==> src/rtl/mnacidpro_sequencer_if.sv <==
// Host <-> sequencer signal bundle for the nucleic-acid purification chip.
// The host drives the command side; the sequencer drives status and valve lines.
interface mnacidpro_sequencer_if #(
    parameter int unsigned SIZE = 8
);
    logic            start;
    logic            abort;
    logic [SIZE-1:0] chan_mask;
    logic            busy;
    logic            done;
    logic            aborted;
    logic [2:0]      phase;
    logic            lysis_ctrl;
    logic            wash_ctrl;
    logic            elute_ctrl;
    logic            waste_ctrl;
    logic            bead_trap_ctrl;
    logic [SIZE-1:0] collect_ctrl;
    logic            flush_ctrl;
    logic [2:0]      pump;

    modport master (
        output start, abort, chan_mask,
        input  busy, done, aborted, phase, lysis_ctrl, wash_ctrl, elute_ctrl, waste_ctrl,
               bead_trap_ctrl, collect_ctrl, flush_ctrl, pump
    );

    modport slave (
        input  start, abort, chan_mask,
        output busy, done, aborted, phase, lysis_ctrl, wash_ctrl, elute_ctrl, waste_ctrl,
               bead_trap_ctrl, collect_ctrl, flush_ctrl, pump
    );
endinterface

==> src/rtl/mnacidpro_sequencer.sv <==
// Protocol sequencer: lysis -> wash -> per-channel elute -> flush -> done, with abort.
// Every output is registered; outputs are decoded from the next-state values.
module mnacidpro_sequencer #(
    parameter int unsigned SIZE     = 8,
    parameter int unsigned T_LYSIS  = 64,
    parameter int unsigned T_WASH   = 32,
    parameter int unsigned T_ELUTE  = 16,
    parameter int unsigned T_FLUSH  = 8,
    parameter int unsigned PUMP_DIV = 4
) (
    input  logic                 clk,
    input  logic                 rst,
    mnacidpro_sequencer_if.slave bus
);
    localparam int unsigned T_LW  = (T_LYSIS > T_WASH) ? T_LYSIS : T_WASH;
    localparam int unsigned T_EF  = (T_ELUTE > T_FLUSH) ? T_ELUTE : T_FLUSH;
    localparam int unsigned T_MAX = (T_LW > T_EF) ? T_LW : T_EF;
    localparam int unsigned CNT_W = $clog2(T_MAX + 1);
    localparam int unsigned CH_W  = $clog2(SIZE + 1);
    localparam int unsigned DIV_W = $clog2(PUMP_DIV + 1);

    localparam logic [CNT_W-1:0] LYSIS_LAST = CNT_W'(T_LYSIS - 1);
    localparam logic [CNT_W-1:0] WASH_LAST  = CNT_W'(T_WASH - 1);
    localparam logic [CNT_W-1:0] ELUTE_LAST = CNT_W'(T_ELUTE - 1);
    localparam logic [CNT_W-1:0] FLUSH_LAST = CNT_W'(T_FLUSH - 1);
    localparam logic [CH_W-1:0]  CH_LAST    = CH_W'(SIZE - 1);
    localparam logic [DIV_W-1:0] DIV_LAST   = DIV_W'(PUMP_DIV - 1);

    typedef enum logic [2:0] {
        StIdle  = 3'd0,
        StLysis = 3'd1,
        StWash  = 3'd2,
        StElute = 3'd3,
        StFlush = 3'd4,
        StDone  = 3'd5
    } state_e;

    function automatic logic [2:0] pump_pattern(input logic [2:0] idx);
        logic [2:0] pat;
        pat = 3'b000;
        unique case (idx)
            3'd0:    pat = 3'b100;
            3'd1:    pat = 3'b110;
            3'd2:    pat = 3'b010;
            3'd3:    pat = 3'b011;
            3'd4:    pat = 3'b001;
            3'd5:    pat = 3'b101;
            default: pat = 3'b000;
        endcase
        return pat;
    endfunction

    state_e           state_q, state_d;
    logic [CNT_W-1:0] cnt_q, cnt_d;
    logic [CH_W-1:0]  ch_q, ch_d;
    logic [SIZE-1:0]  mask_q, mask_d;
    logic [2:0]       pidx_q, pidx_d;
    logic [DIV_W-1:0] div_q, div_d;
    logic             flag_q, flag_d;

    logic            busy_q, busy_d;
    logic            done_q, done_d;
    logic            aborted_q, aborted_d;
    logic            lysis_q, lysis_d;
    logic            wash_q, wash_d;
    logic            elute_q, elute_d;
    logic            waste_q, waste_d;
    logic            bead_q, bead_d;
    logic [SIZE-1:0] collect_q, collect_d;
    logic            flush_q, flush_d;
    logic [2:0]      pump_q, pump_d;

    logic [SIZE-1:0] mask_sh_q, mask_sh_d;
    logic            ch_en_q, ch_en_d;
    logic            run_q, run_d;
    logic            abortable;

    // Next-state: phase sequencing, dwell/channel counters, pump step position.
    always_comb begin
        state_d   = state_q;
        cnt_d     = cnt_q;
        ch_d      = ch_q;
        mask_d    = mask_q;
        pidx_d    = pidx_q;
        div_d     = div_q;
        flag_d    = flag_q;
        mask_sh_q = mask_q >> ch_q;
        ch_en_q   = mask_sh_q[0];
        run_q     = (state_q == StLysis) || (state_q == StWash) ||
                    ((state_q == StElute) && ch_en_q);
        abortable = (state_q == StLysis) || (state_q == StWash) || (state_q == StElute);

        if (run_q) begin
            if (div_q == DIV_LAST) begin
                div_d  = '0;
                pidx_d = (pidx_q == 3'd5) ? 3'd0 : pidx_q + 3'd1;
            end else begin
                div_d = div_q + DIV_W'(1);
            end
        end

        unique case (state_q)
            StIdle: begin
                if (bus.start && !bus.abort) begin
                    state_d = StLysis;
                    cnt_d   = '0;
                    ch_d    = '0;
                    mask_d  = bus.chan_mask;
                    pidx_d  = 3'd0;
                    div_d   = '0;
                    flag_d  = 1'b0;
                end
            end
            StLysis: begin
                if (cnt_q == LYSIS_LAST) begin
                    state_d = StWash;
                    cnt_d   = '0;
                end else begin
                    cnt_d = cnt_q + CNT_W'(1);
                end
            end
            StWash: begin
                if (cnt_q == WASH_LAST) begin
                    state_d = StElute;
                    cnt_d   = '0;
                    ch_d    = '0;
                end else begin
                    cnt_d = cnt_q + CNT_W'(1);
                end
            end
            StElute: begin
                // Masked channels are skipped in a single closed cycle.
                if (!ch_en_q || (cnt_q == ELUTE_LAST)) begin
                    cnt_d = '0;
                    if (ch_q == CH_LAST) begin
                        state_d = StFlush;
                    end else begin
                        ch_d = ch_q + CH_W'(1);
                    end
                end else begin
                    cnt_d = cnt_q + CNT_W'(1);
                end
            end
            StFlush: begin
                if (cnt_q == FLUSH_LAST) begin
                    state_d = StDone;
                    cnt_d   = '0;
                end else begin
                    cnt_d = cnt_q + CNT_W'(1);
                end
            end
            StDone: begin
                state_d = StIdle;
                flag_d  = 1'b0;
            end
            default: state_d = StIdle;
        endcase

        if (bus.abort && abortable) begin
            state_d = StFlush;
            cnt_d   = '0;
            flag_d  = 1'b1;
        end
    end

    // Output decode from next state so every output leaves a flop.
    always_comb begin
        busy_d    = 1'b0;
        done_d    = 1'b0;
        aborted_d = 1'b0;
        lysis_d   = 1'b0;
        wash_d    = 1'b0;
        elute_d   = 1'b0;
        waste_d   = 1'b0;
        bead_d    = 1'b0;
        collect_d = '0;
        flush_d   = 1'b0;
        run_d     = 1'b0;
        mask_sh_d = mask_d >> ch_d;
        ch_en_d   = mask_sh_d[0];

        unique case (state_d)
            StLysis: begin
                busy_d  = 1'b1;
                lysis_d = 1'b1;
                bead_d  = 1'b1;
                waste_d = 1'b1;
                run_d   = 1'b1;
            end
            StWash: begin
                busy_d  = 1'b1;
                wash_d  = 1'b1;
                bead_d  = 1'b1;
                waste_d = 1'b1;
                run_d   = 1'b1;
            end
            StElute: begin
                busy_d = 1'b1;
                if (ch_en_d) begin
                    elute_d   = 1'b1;
                    bead_d    = 1'b1;
                    collect_d = SIZE'(1) << ch_d;
                    run_d     = 1'b1;
                end
            end
            StFlush: begin
                busy_d  = 1'b1;
                flush_d = 1'b1;
                waste_d = 1'b1;
            end
            StDone: begin
                done_d    = 1'b1;
                aborted_d = flag_d;
            end
            default: ;
        endcase

        pump_d = run_d ? pump_pattern(pidx_d) : 3'b000;
    end

    always_ff @(posedge clk) begin
        if (rst) begin
            state_q   <= StIdle;
            cnt_q     <= '0;
            ch_q      <= '0;
            mask_q    <= '0;
            pidx_q    <= 3'd0;
            div_q     <= '0;
            flag_q    <= 1'b0;
            busy_q    <= 1'b0;
            done_q    <= 1'b0;
            aborted_q <= 1'b0;
            lysis_q   <= 1'b0;
            wash_q    <= 1'b0;
            elute_q   <= 1'b0;
            waste_q   <= 1'b0;
            bead_q    <= 1'b0;
            collect_q <= '0;
            flush_q   <= 1'b0;
            pump_q    <= 3'b000;
        end else begin
            state_q   <= state_d;
            cnt_q     <= cnt_d;
            ch_q      <= ch_d;
            mask_q    <= mask_d;
            pidx_q    <= pidx_d;
            div_q     <= div_d;
            flag_q    <= flag_d;
            busy_q    <= busy_d;
            done_q    <= done_d;
            aborted_q <= aborted_d;
            lysis_q   <= lysis_d;
            wash_q    <= wash_d;
            elute_q   <= elute_d;
            waste_q   <= waste_d;
            bead_q    <= bead_d;
            collect_q <= collect_d;
            flush_q   <= flush_d;
            pump_q    <= pump_d;
        end
    end

    assign bus.phase          = state_q;
    assign bus.busy           = busy_q;
    assign bus.done           = done_q;
    assign bus.aborted        = aborted_q;
    assign bus.lysis_ctrl     = lysis_q;
    assign bus.wash_ctrl      = wash_q;
    assign bus.elute_ctrl     = elute_q;
    assign bus.waste_ctrl     = waste_q;
    assign bus.bead_trap_ctrl = bead_q;
    assign bus.collect_ctrl   = collect_q;
    assign bus.flush_ctrl     = flush_q;
    assign bus.pump           = pump_q;
endmodule

==> src/flat_wrapper.sv <==
// flat-port wrapper written by rule: the top's interface ports become plain ports
module mnacidpro_sequencer_flat 
#(
    parameter int unsigned SIZE     = 8,
    parameter int unsigned T_LYSIS  = 64,
    parameter int unsigned T_WASH   = 32,
    parameter int unsigned T_ELUTE  = 16,
    parameter int unsigned T_FLUSH  = 8,
    parameter int unsigned PUMP_DIV = 4
)
  (clk, rst, bus_start, bus_abort, bus_chan_mask, bus_busy, bus_done, bus_aborted, bus_phase, bus_lysis_ctrl, bus_wash_ctrl, bus_elute_ctrl, bus_waste_ctrl, bus_bead_trap_ctrl, bus_collect_ctrl, bus_flush_ctrl, bus_pump);
  mnacidpro_sequencer_if #(.SIZE(SIZE)) bus_i ();
  input  logic clk;
  input  logic rst;
  input wire logic [$bits(bus_i.start)-1:0] bus_start;
  input wire logic [$bits(bus_i.abort)-1:0] bus_abort;
  input wire logic [$bits(bus_i.chan_mask)-1:0] bus_chan_mask;
  output wire logic [$bits(bus_i.busy)-1:0] bus_busy;
  output wire logic [$bits(bus_i.done)-1:0] bus_done;
  output wire logic [$bits(bus_i.aborted)-1:0] bus_aborted;
  output wire logic [$bits(bus_i.phase)-1:0] bus_phase;
  output wire logic [$bits(bus_i.lysis_ctrl)-1:0] bus_lysis_ctrl;
  output wire logic [$bits(bus_i.wash_ctrl)-1:0] bus_wash_ctrl;
  output wire logic [$bits(bus_i.elute_ctrl)-1:0] bus_elute_ctrl;
  output wire logic [$bits(bus_i.waste_ctrl)-1:0] bus_waste_ctrl;
  output wire logic [$bits(bus_i.bead_trap_ctrl)-1:0] bus_bead_trap_ctrl;
  output wire logic [$bits(bus_i.collect_ctrl)-1:0] bus_collect_ctrl;
  output wire logic [$bits(bus_i.flush_ctrl)-1:0] bus_flush_ctrl;
  output wire logic [$bits(bus_i.pump)-1:0] bus_pump;
  assign bus_i.start = bus_start;
  assign bus_i.abort = bus_abort;
  assign bus_i.chan_mask = bus_chan_mask;
  assign bus_busy = bus_i.busy;
  assign bus_done = bus_i.done;
  assign bus_aborted = bus_i.aborted;
  assign bus_phase = bus_i.phase;
  assign bus_lysis_ctrl = bus_i.lysis_ctrl;
  assign bus_wash_ctrl = bus_i.wash_ctrl;
  assign bus_elute_ctrl = bus_i.elute_ctrl;
  assign bus_waste_ctrl = bus_i.waste_ctrl;
  assign bus_bead_trap_ctrl = bus_i.bead_trap_ctrl;
  assign bus_collect_ctrl = bus_i.collect_ctrl;
  assign bus_flush_ctrl = bus_i.flush_ctrl;
  assign bus_pump = bus_i.pump;
  mnacidpro_sequencer #(.SIZE(SIZE), .T_LYSIS(T_LYSIS), .T_WASH(T_WASH), .T_ELUTE(T_ELUTE), .T_FLUSH(T_FLUSH), .PUMP_DIV(PUMP_DIV)) u_core (.clk(clk), .rst(rst), .bus(bus_i));
endmodule
==> config.mk <==
export PLATFORM = sky130hd
export DESIGN_NAME = mnacidpro_sequencer_flat
export DESIGN_NICKNAME = d
export VERILOG_FILES = /design/src/rtl/mnacidpro_sequencer_if.sv /design/src/rtl/mnacidpro_sequencer.sv /design/src/flat_wrapper.sv
export SDC_FILE = /design/constraint.sdc
export NUM_CORES = 1
export LEC_CHECK = 0
export ABC_CLOCK_PERIOD_IN_PS = 3400
export CORE_MARGIN = 4
export CORE_UTILIZATION = 54
export DETAILED_ROUTE_END_ITERATION = 7
export PLACE_DENSITY_LB_ADDON = 0.3
export REMOVE_ABC_BUFFERS = 1
export SYNTH_ARGS = -nofsm -noshare
export SYNTH_HDL_FRONTEND = slang
export SYNTH_SLANG_ARGS = --single-unit
export TNS_END_PERCENT = 50
==> constraint.sdc <==
create_clock -name clk -period 3.4 [get_ports clk]
set_clock_uncertainty 0.05 [all_clocks]
set_input_delay 0.85 -clock clk [delete_from_list [all_inputs] [get_ports clk]]
set_output_delay 0.85 -clock clk [all_outputs]
set_load 0.005 [all_outputs]
==> summary.md <==
| Metric | Value |
|---|---|
| Status | finished clean |
| Post-CTS Setup Bufs | 0 |
| Min Tclk post-route | 3303 ps |
| R2R Setup Slk | 260 ps |
| WP buf/inv | 1 |
| Depth of the CTS H-tree | 2 |
| Largest family of logic cells by synthesized area | simple AND/OR/NAND/NOR gates |
| Initial Util | 0.5684 |
| WL final | ~5.8 mm |
| Post-Syn Area | 2526 sq um |
| Sink Count | approximately 50 |
| Req. time, crit path | 3590 ps |
| Routability cong. | around 0.85 |
| Global-route wire length before repair | 9.846 mm |
| Proportion of synthesized area in mux cells | 0.08470 |
| I/O Pins | 35 |
| Post-CTS sizing | 0 |
| Post-route ant nets | 0 |
| Synth Flop Type | dfxtp_1 |
| Cells after Synth | 292 |
| Later-pin clock latency in the skew report | approximately 310 ps |
| CP max FO | 9 |
| Final hold slack | 390.0 ps |
| Largest net degree at the start of global routing | 22 |
| Register share of total power | 0.534 |
| Post-synthesis simple-gate area fraction | 0.2764 |
| Final hold violation count | 0 |
| XOR/XNOR Fraction of Synth Area | 0.003467 |
| Detail Placement HPWL | 4.368 mm |
| Commonest non-fill, non-tap cells in the layout | dfxtp_1, nor2_1, clkdlybuf4s50_1, nand2_1, buf_4 |
| Total number of vias | about 2300 |
| Switching share of power | 0.2658 |
| Setup WS pre-CTS | -220.4 ps |
| Setup crit end kind | register |
| Final instance area | 3119 sq um |
| I/O Buffers | 34 |
| Hold_buf cts | 0 |
| Longest Clk Path Bufs | 2 |
| GRT Total Usage | 0.2037 |
| Setup violators final | 0 |
| Hold Crit Start | u_core.div_q[2] |
| Register area share after synthesis | 0.3883 |
| Total global routing overflow | 0 |
| Leak | 1.167 nW |
| Nets | approximately 360 |
| Residual DRC count | 0 |
| Worst rel slew slack | 0.5163 |
| Overall die width | about 76 microns |
| Vias per cell | a little under 6 |
| Vias in the first global route | 2219 |
| FMAX | 302.8 MHz |
| Adder-Cell Fraction of Synth Area | 0.01486 |
| Clock share of power | 0.324 |
| Slew at the pin closest to its max-slew limit | 716.5 ps |
| DR pass1 iterations | 5 |
| Net Sw Power | just under 0.3 mW |
| Core Area | roughly 4400 sq um |
| Compound-gate portion of the synthesized area | 0.1966 |
| Initial antenna violation count | 0 |
| CTS tree | yes |
| DRT iter0 DRCs | 160 |
| Post-Place Cell Area | 3022 sq um |
| Syn_area_per_cell | 8.651 sq um |
| RR Startpoint | u_core.ch_q[0] |
| Min-delay worst type | register to register |
| Worst setup margin | 97.29 ps |
| Pint | 0.8225 mW |
| Synth Register Bits | 49 |
| Max-Cap Viols | 0 |
| CP Class | primary input to register |
| Peak supply drop | ~0.20 mV |
| Worst EP arrival | 3490 ps |
| Critical path cell sequence | clkdlybuf4s50_1 -> or4b_1 -> o311a_1 -> or2_1 -> o21bai_1 -> a32oi_4 -> mux2i_1 -> or3_1 -> a32oi_2 |
| Final worst-path cycle share | 0.9714 |
| Fraction of layout instances using a drive strength above 1 | 0.1433 |
| Synth Warn # | 0 |
| Final Max Slew Viols | 0 |
| Worst-path clk slew | approximately 100 ps |
| Unrepaired setup endpoints after global routing | no |
| Die Span Y | 76.40 microns |
| Cell Pwr Density | roughly 360 nW/um^2 |
| Family with the most delay on the worst path | simple AND/OR/NAND/NOR gates |
| Fill count | 356 |
| Commonest non-fill, non-tap cell in the layout | dfxtp_1 |
| Post-layout util | 0.7019 |
| Crit start category | primary input |
| Crit-path max cell delay | roughly 530 ps |
| Combinational share of power | 0.142 |
| Worst Setup SP | bus_start |
| Die ar. | approximately 5800 sq um |
| Slowest CP cell | or3_1 |
| DR WL/cell | between 10 and 15 microns |
| Post-synth ARST share | 0 |
| P&R area growth vs syn | 23.48% |
| # rows | 24 |
| Post-synth EDFFs | 0 |
| Library cells used by synthesis | 59 |
| Cts bufs inserted | 5 |
| Antenna Cells | 0 |
| Root Driver | clkbuf_8 |
-- metrics by stage --
step	power, mW	instances	setup TNS (ps)
2_1_floorplan	0.6949	279	0
3_3_place_gp	0.7655	386	-516.9
3_5_place_dp	0.7694	386	-1235
4_1_cts	1.127	394	0
5_1_grt	1.170	394	0
6_report	1.120	394	0
-- Yosys cell counts, types with 2 or more instances --
library cell,number,area [sq um]
o2111ai_1,2,17.52
nor3b_1,2,15.01
and2_1,3,18.77
a21oi_1,15,75.07
nor3_1,8,40.04
nor2_1,42,157.7
dfxtp_1,49,980.9
buf_1,2,7.510
clkbuf_1,6,22.52
buf_2,3,15.01
and3_1,2,12.51
a21o_1,4,30.03
a211o_1,2,17.52
o21bai_1,2,15.01
o21a_1,2,15.01
mux2i_1,18,180.2
nor2b_1,7,43.79
o21ai_0,7,35.03
a221oi_1,2,17.52
a211oi_1,6,45.04
inv_1,6,22.52
nand3_1,12,60.06
nand2_1,31,116.4
nand4_1,3,18.77
o22ai_1,2,12.51
or2_2,6,37.54
ha_1,3,37.54
a31oi_1,2,12.51
or3_1,4,25.02
buf_6,2,22.52
nand2b_1,8,50.05
a21oi_2,2,17.52
-- worst reg2reg max path: cells and delay by family (launching register included) --
family | cells | cell delay, ps
simple gates | 2 | 770
compound gates | 3 | 750
mux | 3 | 920
flops | 1 | 590
-- flip-flops by register name (all words and copies together), names as in the netlist --
name                       flops
u_core.ch_q                    4
u_core.bus.elute_ctrl          1
u_core.cnt_q                   7
u_core.flag_q                  1
u_core.bus.waste_ctrl          1
u_core.bus.pump                3
u_core.bus.flush_ctrl          1
u_core.bus.aborted             1
u_core.bus.collect_ctrl        8
u_core.mask_q                  8
u_core.bus.bead_trap_ctrl      1
u_core.bus.done                1
u_core.bus.phase               3
u_core.bus.busy                1
u_core.bus.lysis_ctrl          1
u_core.bus.wash_ctrl           1
u_core.pidx_q                  3
u_core.div_q                   3
-- routing by layer --
| metal | global-route usage | wire length (microns) |
|---|---|---|
| met1 | 0.2419 | 2562 |
| met2 | 0.3436 | 2825 |
| met3 | 0.04965 | 255 |
| met4 | 0.09783 | 177 |
| met5 | 0 | 0 |
-- worst paths after layout --
kind	to	cells past startpoint
min	u_core.div_q[2]	2
max reg2reg	u_core.bus.pump[2]	8
max	u_core.bus.pump[2]	9
min reg2reg	u_core.div_q[2]	2
-- cells by family after synthesis --
kind of cell	count (synthesis)
AND/OR/NAND/NOR	138
buffers and inverters	19
adder cells (fa/ha/maj)	3
multiplexers	20
XOR/XNOR	1
AO/OA/AOI/OAI	62
flip-flops	49
-- layout make-up --
type	instances	area, sq um	area share
Clock inverter	3	28.78	0.009226
Tap cell	52	65.06	0.02086
Clock buffer	5	68.82	0.02206
Inverter	6	22.52	0.007220
Timing Repair Buffer	55	498.0	0.1596
Sequential cell	49	980.9	0.3145
Multi-Input combinational cell	224	1455	0.4665
-- power by group through the flow --
stage / combinational, mW / clock [mW] / sequential, mW
2_1_floorplan: 0.0811 / 0 / 0.614
3_3_place_gp: 0.154 / 0 / 0.611
3_5_place_dp: 0.158 / 0 / 0.612
4_1_cts: 0.159 / 0.370 / 0.598
5_1_grt: 0.174 / 0.395 / 0.600
6_report: 0.160 / 0.362 / 0.598
Power figures use the tool's default switching activity.
